File: config.mk
export PLATFORM = sky130hd
export DESIGN_NAME = mfhwt_ppbuf_writer
export DESIGN_NICKNAME = d
export VERILOG_FILES = /design/src/rtl/mfhwt_ppbuf_writer.sv
export SDC_FILE = /design/constraint.sdc
export NUM_CORES = 1
export LEC_CHECK = 0
export BUFFER_PORTS_ARGS = -buffer_cell sky130_fd_sc_hd__buf_2
export CORE_MARGIN = 8
export CORE_UTILIZATION = 54
export DETAILED_ROUTE_END_ITERATION = 10
export PLACE_DENSITY = 0.94
export SYNTH_ARGS = -nofsm -noshare
export SYNTH_HDL_FRONTEND = slang
export SYNTH_SLANG_ARGS = --single-unit
File: constraint.sdc
create_clock -name iClk -period 4.3 [get_ports iClk]
set_input_delay 0.43 -clock iClk [delete_from_list [all_inputs] [get_ports iClk]]
set_output_delay 0.43 -clock iClk [all_outputs]
set_load 0.02 [all_outputs]
File: src/rtl/mfhwt_ppbuf_writer.sv
// Write-side controller for the ping-pong line buffer: routes a raster pixel
// stream into the 4 row FIFOs of the write bank and swaps banks per group.
module mfhwt_ppbuf_writer #(
    parameter int LINE_W = 640,
    parameter int ROWS   = 4,
    parameter int DATA_W = 16
) (
    input  logic              iClk,
    input  logic              iRst,
    input  logic              iValid,
    input  logic [DATA_W-1:0] iData,
    output logic              oReady,
    input  logic [7:0]        iFull,
    input  logic [1:0]        iEmpty,
    output logic              oSelect,
    output logic [7:0]        oWrreq,
    output logic [DATA_W-1:0] oData,
    output logic              oSwap,
    output logic              oOverrun
);

    localparam int COL_W = (LINE_W > 1) ? $clog2(LINE_W) : 1;
    localparam logic [COL_W-1:0] COL_LAST = COL_W'(LINE_W - 1);
    localparam logic [1:0]       ROW_LAST = 2'(ROWS - 1);

    localparam logic [0:0] ST_FILL = 1'b0;
    localparam logic [0:0] ST_WAIT = 1'b1;

    logic [0:0]        state_r;
    logic [COL_W-1:0]  col_r;
    logic [1:0]        row_r;
    logic              select_r;
    logic [7:0]        wrreq_r;
    logic [DATA_W-1:0] data_r;
    logic              swap_r;
    logic              overrun_r;

    logic [2:0] tgt_s;
    logic       full_tgt_s;
    logic       ready_s;
    logic       accept_s;
    logic       read_empty_s;
    logic       swap_go_s;

    // Target FIFO, handshake and swap qualification
    always_comb begin
        tgt_s        = {select_r, row_r};
        full_tgt_s   = iFull[tgt_s];
        ready_s      = (state_r == ST_FILL) && !full_tgt_s;
        accept_s     = ready_s && iValid;
        read_empty_s = select_r ? iEmpty[0] : iEmpty[1];
        // The last strobe must have retired so oSelect never moves under a write
        swap_go_s    = (state_r == ST_WAIT) && (wrreq_r == 8'h00) && read_empty_s;
    end

    // FSM, raster counters and bank select
    always_ff @(posedge iClk) begin
        if (iRst) begin
            state_r  <= ST_FILL;
            col_r    <= '0;
            row_r    <= 2'd0;
            select_r <= 1'b0;
        end else begin
            case (state_r)
                ST_FILL: begin
                    if (accept_s) begin
                        if (col_r == COL_LAST) begin
                            col_r <= '0;
                            if (row_r == ROW_LAST) begin
                                row_r   <= 2'd0;
                                state_r <= ST_WAIT;
                            end else begin
                                row_r <= row_r + 2'd1;
                            end
                        end else begin
                            col_r <= col_r + COL_W'(1);
                        end
                    end
                end
                ST_WAIT: begin
                    if (swap_go_s) begin
                        state_r  <= ST_FILL;
                        select_r <= ~select_r;
                    end
                end
                default: begin
                    state_r <= ST_FILL;
                end
            endcase
        end
    end

    // Write strobe and data pipeline stage
    always_ff @(posedge iClk) begin
        if (iRst) begin
            wrreq_r <= 8'h00;
            data_r  <= '0;
        end else if (accept_s) begin
            wrreq_r <= 8'h01 << tgt_s;
            data_r  <= iData;
        end else begin
            wrreq_r <= 8'h00;
        end
    end

    // Swap pulse and sticky overrun flag
    always_ff @(posedge iClk) begin
        if (iRst) begin
            swap_r    <= 1'b0;
            overrun_r <= 1'b0;
        end else begin
            swap_r <= swap_go_s;
            if ((state_r == ST_FILL) && iValid && full_tgt_s) begin
                overrun_r <= 1'b1;
            end
        end
    end

    assign oReady   = ready_s;
    assign oSelect  = select_r;
    assign oWrreq   = wrreq_r;
    assign oData    = data_r;
    assign oSwap    = swap_r;
    assign oOverrun = overrun_r;

endmodule
==> impl_metrics.csv, run 1 <==
group,metric,value,unit
critical_path,endpoint_kind,"output port",
min_path,min-delay-start,"iData[5]",
synthesis,syn_inst,203,
clocking,cts_buffers,5,
global_routing,grt_max_degree,38,
synthesis,synthFlopType,"dfxtp_1",
synthesis,synthDistinctLibCells,37,
timing,max_slew_margin,0.176,
cells_and_area,final_util,0.663,
floorplanning,core_region_area,3280,um^2
min_path,hold_depth,3,
global_routing,track_usage,0.171,
cells_and_area,drive_gt1_frac,0.294,
timing,finalSetupViolations,0,
timing,finClkSkew,0.0227,ns
floorplanning,die_area,5500,um^2
critical_path,ff2ff_setup_slack,1.64,ns
route,vias,1783,
floorplanning,num_rows,21,
route,drt-pass1-iter-count,4,
synthesis,syn_area,1830,um^2
timing,setup_tns,0,ns
place,port_buffers,56,
clocking,cts_resized,0,
power_and_ir_drop,power.density,324,nW/um^2
clocking,ctsHoldBuffers,0,
synthesis,synth_top_cell_area_share,0.438,
global_routing,overflow,0,
clocking,cts_tree,"yes",
global_routing,grt_pass1_wl,7.42,mm
cells_and_area,n_antenna_cell,0,
timing,rsz0062_at_grt,"no",
flow_run,maxCapViolations,0,
synthesis,synth_top_area_cell,"dfxtp_1",
critical_path,cp_max_fo,31,
run_status,outcome,"complete, no violations",
route,drt_iter0_markers,227,
timing,hold_viol_final,0,
floorplanning,die_w,74.2,um
synthesis,synth_fp_nets,237,
global_routing,antenna_found_initial,0,
synthesis,synth_edf_count,0,
clocking,cts_setup_buffers,0,
clocking,insertion_delay,0.36,ns
synthesis,synth_common_cells,"dfxtp_1, a21oi_1, nand3_1, o21ai_0",
timing,min_period_over_period,0.682,
clocking,clock_path_buffers,2,
critical_path,cp.required,3.87,ns
timing,slew_viol_final,0,
min_path,min_to,"oData[5]",
min_path,worstHoldPathType,"input port to flop",
clocking,path_clk_slew,0.13,ns
synthesis,synth.most_common_cell,"dfxtp_1",
cells_and_area,layout.nets,285,
critical_path,timing.rr.end,"col_r[7]",
global_routing,grt_pass1_vias,1596,
clocking,clockRootBuffer,"clkbuf_4",
synthesis,yosys-top-cells-area,"dfxtp_1, a21oi_1, nand3_1",
place,gp_congestion,0.809,
synthesis,ys_seq_elements,40,
timing,min_period,2.93,ns
timing,worst_pin_slew,1.23,ns
power_and_ir_drop,p_leak,0.933,nW
critical_path,startpoint_type,"flop",
synthesis,yosysSeqAreaShare,0.438,
route,detail_route.wl_per_cell,15.5,um
clocking,htree_levels,2,
route,drc,0,
place,place_hpwl,3.17,mm
synthesis,synth_async_sr_flop_share,0,
floorplanning,start_util,0.557,
route,antenna_left,0,
route,viasPerCell,5.98,
power_and_ir_drop,power,0.000706,W
clocking,clock-sinks,40,
power_and_ir_drop,ir_drop,215,uV
cells_and_area,area_growth,19.2,%
synthesis,ys_warn_count,0,
floorplanning,fp.dieH,74.2,um
critical_path,r2r_start,"row_r[0]",
critical_path,crit_type,"flop to output port",
critical_path,worstPathArrival,2.50,ns
timing,fmax,341,MHz
route,wl,4.63,mm
critical_path,r2r_cells,4,
synthesis,avgSynthCellArea,9.00,um^2
floorplanning,io_pins,57,
worst max-delay path by stage:
stage,startpoint,endpoint,slack (ns),cells past startpoint
floorplan,row_r[0],oReady,2.04,5
global placement,row_r[0],col_r[7],1.75,4
detailed placement,row_r[0],col_r[7],1.65,4
CTS,row_r[0],oReady,1.37,4
global route,row_r[0],oReady,1.20,4
finish,row_r[0],oReady,1.37,4
cell families (layout without fill, tap and decap cells):
| group | count (synthesis) | count (layout) | share of synthesized area |
|---|---|---|---|
| buf+inv | 20 | 69 | 0.0493 |
| compound gates | 54 | 54 | 0.172 |
| simple gates | 70 | 70 | 0.212 |
| flops | 40 | 40 | 0.438 |
| fa+ha+maj | 5 | 5 | 0.0342 |
| mux | 13 | 13 | 0.0897 |
| xor+xnor | 1 | 1 | 0.00479 |
cell usage in the layout (no fill, tap or decap), drive strengths merged, types with 2 or more instances in the layout:
cell    netlist  layout
a21oi        22      22
a311oi        2       2
a31oi         2       2
and3         10      10
and4          2       2
buf           5      57
clkbuf       11       5
dfxtp        40      40
ha            5       5
inv           4       4
mux2          7       7
mux2i         4       4
mux4          2       2
nand2         3       3
nand2b        2       2
nand3        19      19
nand4         6       6
nor2         11      11
nor2b         4       4
nor3          4       4
nor4          3       3
o21ai        18      18
o31ai         3       3
or4           3       3
flip-flops by register name (all words and copies together) (netlist names):
| register | cells |
|---|---|
| oSelect | 1 |
| oOverrun | 1 |
| col_r | 10 |
| oWrreq | 8 |
| oData | 16 |
| oSwap | 1 |
| state_r | 1 |
| row_r | 2 |
per-stage QoR:
step	cell area, um^2	instances	hold slack, ns	worst slack, ns
final	2180	298	0.312	1.37
after floorplan	1830	203	0.475	2.04
after global routing	2180	298	0.302	1.20
after CTS	2180	298	0.314	1.37
after detailed placement	2100	290	0.461	1.65
after global placement	2100	290	0.455	1.75
critical path, cell delays in order (launching register included):
cell and delay (ns):
dfxtp_1 0.68, mux2_1 0.38, mux4_2 0.74, nor2_1 0.16
buf_2 0.18
power by group:
| part | switching, W | internal (W) | total, W |
|---|---|---|---|
| combinational | 0.0000476 | 0.0000269 | 0.0000745 |
| clock | 0.000126 | 0.000121 | 0.000247 |
| sequential | 0.00000452 | 0.000379 | 0.000384 |
| total | 0.000178 | 0.000527 | 0.000706 |
cell type report:
class,instances,area [um^2]
inverters,4,15.0
clock buffers,5,37.5
repair buffers,57,288
well taps,46,57.6
fillers,251,1110
multi-input cells,143,937
clock inverters,3,42.5
flip-flops and latches,40,801
per-layer routing:
metal / global-route usage / part of all wire / wire length [um] / vias up
met4: 0.0576 / 0.021 / 96 / 0
li1: - / - / - / 851
met3: 0.0526 / 0.084 / 391 / 13
met1: 0.190 / 0.38 / 1740 / 841
met2: 0.300 / 0.52 / 2400 / 78
met5: 0 / 0 / 0 / -
Note: power is estimated with default switching activity, not from simulation.
==> run 2, diff against run 1 <==
--- a/config.mk
+++ b/config.mk
@@ -7,9 +7,9 @@
 export LEC_CHECK = 0
 export BUFFER_PORTS_ARGS = -buffer_cell sky130_fd_sc_hd__buf_2
 export CORE_MARGIN = 8
-export CORE_UTILIZATION = 54
+export CORE_UTILIZATION = 50
 export DETAILED_ROUTE_END_ITERATION = 10
-export PLACE_DENSITY = 0.94
+export PLACE_DENSITY = 0.88
 export SYNTH_ARGS = -nofsm -noshare
 export SYNTH_HDL_FRONTEND = slang
 export SYNTH_SLANG_ARGS = --single-unit
==> constraint.sdc (replaced) <==
create_clock -name iClk -period 2.9 [get_ports iClk]
set_input_delay 0.29 -clock iClk [delete_from_list [all_inputs] [get_ports iClk]]
set_output_delay 0.29 -clock iClk [all_outputs]
set_load 0.02 [all_outputs]
==> run 2 against run 1 <==
Via count fell by 4.5%. Total power rose by 32%. Worst hold slack got worse by 0.12 ns. Cell count rose by 1.3%. Clock-buffer cell count rose by 1. Sequential share of layout area rose by 0.15 points. First-iteration DRC count fell by 41%. Utilization fell by 5.7 points. Clock skew fell by 0.016 ns. Wire length fell by 6.6%. Design area fell by 0.40%. Setup slack got worse by 1.1 ns. Critical path type unchanged. Largest power group unchanged.
==> impl_metrics.csv, run 2 (synthesis results as in run 1) <==
group,metric,value,unit
global_routing,overflow,0,
floorplanning,start_util,0.511,
critical_path,cp_cell_sequence,"mux2_1, mux4_2, nor2_1, buf_2",
global_routing,grt_use_met1,0.167,
critical_path,cp.required,2.61,ns
power_and_ir_drop,power,0.000931,W
global_routing,grt_use_met3,0.0672,
cells_and_area,mostFrequentLayoutCells,"buf_2, dfxtp_1, a21oi_1, nand3_1, o21ai_0",
place,dpl-instance-area,2120,um^2
power_and_ir_drop,ir_drop,320,uV
cells_and_area,mostFrequentLayoutCell,"buf_2",
clocking,clock_path_buffers,2,
run_status,outcome,"complete, no violations",
global_routing,grt_pass1_wl,7.35,mm
clocking,clock-sinks,40,
floorplanning,core_region_area,3580,um^2
route,vias,1703,
cells_and_area,largest_register_ff_count,16,
global_routing,antenna_found_initial,0,
timing,hold_viol_final,0,
route,antenna_left,0,
power_and_ir_drop,p_leak,0.936,nW
cells_and_area,final_area,2170,um^2
timing,rsz0062_at_grt,"no",
cells_and_area,fin_cells,302,
place,gp_congestion,0.771,
critical_path,cp_max_fo,31,
route,drc,0,
route,viasPerCell,5.64,
critical_path,cpPeakStageDelay,0.73,ns
floorplanning,num_rows,22,
cells_and_area,layout.nets,288,
clocking,cts_buffers,5,
timing,slew_viol_final,0,
global_routing,track_usage,0.148,
global_routing,grt_max_degree,38,
clocking,cts_setup_buffers,0,
clocking,htree_levels,2,
timing,fmax,386,MHz
clocking,insertion_delay,0.33,ns
route,detail_route.wl_per_cell,14.3,um
global_routing,grtUsageMet2,0.243,
clocking,cts_tree,"yes",
critical_path,crit_type,"flop to output port",
critical_path,endpoint_kind,"output port",
min_path,worstHoldPathType,"input port to flop",
critical_path,path_delay_family,"multiplexers",
cells_and_area,drive_gt1_frac,0.295,
critical_path,worstPathArrival,2.30,ns
timing,min_period,2.59,ns
power_and_ir_drop,switching_share,0.256,
power_and_ir_drop,pwr-share-seq,0.610,
power_and_ir_drop,pwr-share-comb,0.119,
global_routing,grt_pass1_vias,1653,
floorplanning,die_area,5850,um^2
floorplanning,io_pins,57,
place,place_hpwl,3.02,mm
critical_path,ff2ff_setup_slack,0.41,ns
clocking,clockRootBuffer,"clkbuf_4",
power_and_ir_drop,switchingPower,0.000239,W
power_and_ir_drop,p_clk_frac,0.271,
cells_and_area,n_antenna_cell,0,
power_and_ir_drop,p_int,0.000692,W
route,wl,4.32,mm
timing,max_slew_margin,0.356,
route,drt_iter0_markers,133,
place,port_buffers,56,
critical_path,startpoint_type,"flop",
cells_and_area,area_growth,18.7,%
clocking,cts_resized,0,
clocking,path_clk_slew,0.11,ns
timing,finalSetupViolations,0,
power_and_ir_drop,power.density,429,nW/um^2
place,dpl.cell_count,295,
route,drt-pass1-iter-count,5,
timing,min_period_over_period,0.894,
timing,hold_ws,0.194,ns
floorplanning,fp.dieH,76.5,um
timing,worst_pin_slew,0.965,ns
global_routing,busiest_layer,"met2",
floorplanning,die_w,76.5,um
flow_run,maxCapViolations,0,
critical_path,path_buf_inv,1,
timing,setup_tns,0,ns
clocking,ctsHoldBuffers,0,
timing,finClkSkew,0.00648,ns
critical_path,cpMaxStageDelayCell,"mux4_2",
==> run 2: cell count changes in the layout (fill, tap and decap cells not counted) <==
| cell | previous run | this run |
|---|---|---|
| clkinvlp_4 | 1 | 0 |
| clkbuf_1 | 0 | 1 |
| bufinv_16 | 1 | 0 |
| buf_4 | 1 | 4 |
==> run 2: area by class of cell <==
type | instances | area (um^2)
Fill cell | 316 | 1410
Inverter | 4 | 15.0
Tap cell | 48 | 60.1
Clock buffer | 6 | 41.3
Clock inverter | 1 | 5.00
Sequential cell | 40 | 801
Timing Repair Buffer | 60 | 310
Multi-Input combinational cell | 143 | 937
==> run 2: worst paths after layout <==
path / start / endpoint / depth (start not counted)
setup / recovery: row_r[0] / oReady / 4
hold / removal: iData[15] / oData[15] / 3
setup reg to reg: row_r[0] / col_r[7] / 4
hold reg to reg: oData[15] / oData[15] / 2
==> run 2: layer usage <==
metal  vias up  wire length, um  part of all wire
li1        855                -                 -
met1       779             1840              0.43
met2        63             2100              0.48
met3         6              356             0.082
met4         0               26            0.0060
met5         -                0                 0
==> run 2: worst reg2reg max path, cell delays in order (launching register included) <==
cell and delay, ns:
dfxtp_1 0.52, mux2_1 0.36, mux4_2 0.73, nor4_1 0.40, mux2_2 0.37
==> run 2: power groups by stage <==
| stage | combinational (W) | clock, W | sequential, W |
|---|---|---|---|
| floorplan | 0.0000536 | 0 | 0.000595 |
| global placement | 0.000108 | 0 | 0.000580 |
| detailed placement | 0.000110 | 0 | 0.000580 |
| CTS | 0.000111 | 0.000257 | 0.000568 |
| global route | 0.000122 | 0.000292 | 0.000570 |
| finish | 0.000111 | 0.000252 | 0.000568 |
==> run 2: per-stage QoR <==
| stage | worst slack (ns) | util |
|---|---|---|
| final | 0.307 | 0.606 |
| after global routing | 0.171 | 0.606 |
| after CTS | 0.308 | 0.606 |
| after detailed placement | 0.448 | 0.593 |
| after global placement | 0.512 | 0.593 |
| after floorplan | 0.663 | - |
==> run 3, diff against run 2 <==
--- a/config.mk
+++ b/config.mk
@@ -7,9 +7,10 @@
 export LEC_CHECK = 0
 export BUFFER_PORTS_ARGS = -buffer_cell sky130_fd_sc_hd__buf_2
 export CORE_MARGIN = 8
-export CORE_UTILIZATION = 50
+export CORE_UTILIZATION = 40
+export CTS_CLUSTER_SIZE = 25
 export DETAILED_ROUTE_END_ITERATION = 10
-export PLACE_DENSITY = 0.88
+export PLACE_DENSITY = 0.75
 export SYNTH_ARGS = -nofsm -noshare
 export SYNTH_HDL_FRONTEND = slang
 export SYNTH_SLANG_ARGS = --single-unit
==> constraint.sdc (replaced) <==
create_clock -name iClk -period 2.8 [get_ports iClk]
set_input_delay 0.28 -clock iClk [delete_from_list [all_inputs] [get_ports iClk]]
set_output_delay 0.28 -clock iClk [all_outputs]
set_load 0.02 [all_outputs]
==> run 3 against run 2 <==
Non-clock buffer count is the same. First-iteration DRC count stayed put. Sequential cell count is the same. Largest power group unchanged. Via count unchanged. Clock-buffer cell count is 1 higher.
==> impl_metrics.csv, run 3 (synthesis results as in run 1) <==
group,metric,value,unit
global_routing,track_usage,0.130,
clocking,clockRootBuffer,"clkbuf_8",
clocking,clock-sinks,40,
route,vias,1703,
global_routing,grt_pass1_wl,7.88,mm
cells_and_area,layout.nets,288,
global_routing,overflow,0,
clocking,path_clk_slew,0.08,ns
timing,fmax,389,MHz
route,drt-pass1-iter-count,4,
clocking,ctsHoldBuffers,0,
clocking,cts_buffers,5,
cells_and_area,largest_register_ff_count,16,
global_routing,grt_pass1_vias,1743,
run_status,outcome,"complete, no violations",
power_and_ir_drop,power.density,536,nW/um^2
route,drc,0,
timing,max_slew_margin,0.362,
critical_path,crit_type,"flop to output port",
place,port_buffers,56,
critical_path,cp.required,2.52,ns
clocking,cts_tree,"yes",
place,gp_congestion,0.844,
floorplanning,io_pins,57,
timing,rsz0062_at_grt,"no",
floorplanning,die_area,6990,um^2
clocking,clock_path_buffers,2,
timing,finalSetupViolations,0,
timing,finClkSkew,0.00676,ns
floorplanning,core_region_area,4380,um^2
cells_and_area,drive_gt1_frac,0.302,
place,dpl-instance-area,2130,um^2
flow_run,maxCapViolations,0,
critical_path,worstPathArrival,2.29,ns
cells_and_area,mostFrequentLayoutCell,"buf_2",
critical_path,endpoint_kind,"output port",
clocking,cts_resized,0,
cells_and_area,n_antenna_cell,0,
timing,setup_tns,0,ns
timing,worst_pin_slew,0.957,ns
global_routing,antenna_found_initial,0,
cells_and_area,mostFrequentLayoutCells,"buf_2, dfxtp_1, a21oi_1, nand3_1, o21ai_0",
cells_and_area,area_growth,23.3,%
timing,slew_viol_final,0,
clocking,cts_setup_buffers,0,
place,place_hpwl,3.26,mm
critical_path,r2r_cells,5,
min_path,hold_depth,3,
cells_and_area,seqCellArea,801,um^2
timing,hold_ws,0.231,ns
power_and_ir_drop,p_leak,0.972,nW
route,drt_iter0_markers,133,
route,wl,4.60,mm
critical_path,cp_max_fo,17,
cells_and_area,multi_input_area,937,um^2
floorplanning,die_w,83.6,um
min_path,worstHoldPathType,"input port to flop",
timing,hold_viol_final,0,
route,detail_route.wl_per_cell,15.0,um
route,viasPerCell,5.55,
clocking,htree_levels,2,
route,antenna_left,0,
floorplanning,fp.dieH,83.6,um
timing,min_period_over_period,0.917,
cells_and_area,final_area,2250,um^2
critical_path,startpoint_type,"flop",
timing,min_period,2.57,ns
power_and_ir_drop,ir_drop,229,uV
clocking,insertion_delay,0.29,ns
floorplanning,start_util,0.417,
global_routing,grt_max_degree,38,
floorplanning,num_rows,24,
cells_and_area,nFillCells,424,
run 3: layout make-up:
cell class,count,area share
inverters,4,0.00666
clock inverters,1,0.0133
multi-input cells,143,0.416
clock buffers,7,0.0427
repair buffers,60,0.138
flip-flops and latches,40,0.355
well taps,52,0.0289
run 3: critical path, stage by stage (launching register included):
cell	delay, ns
dfxtp_1	0.51
mux2_2	0.38
mux4_2	0.60
buf_4	0.25
nor2_1	0.09
buf_2	0.16
run 3: per-layer routing:
metal	routed length [um]	GRT usage	up-vias
met5	0	0	-
met4	44	0.0440	0
met3	304	0.0508	5
met2	2310	0.227	37
met1	1940	0.140	804
li1	-	-	857
run 3: metrics by stage:
stage,power [W],utilization,cells,worst slack [ns]
final,0.00121,0.514,307,0.232
after global routing,0.00126,0.514,307,0.109
after CTS,0.00122,0.514,307,0.218
after detailed placement,0.000717,0.485,299,0.436
after global placement,0.000714,0.485,299,0.522
after floorplan,0.000672,-,203,0.563
run 3: worst paths after layout:
check | to | startpoint | slack [ns]
max | oReady | row_r[0] | 0.23
min | oData[2] | iData[2] | 0.23
max reg2reg | col_r[8] | row_r[0] | 0.43
min reg2reg | oData[8] | oData[8] | 0.47
run 3: power breakdown:
group	total [W]	switching (W)	internal, W
combinational	0.000114	0.0000718	0.0000422
clock	0.000507	0.000193	0.000314
sequential	0.000588	0.00000643	0.000582
total	0.00121	0.000271	0.000939
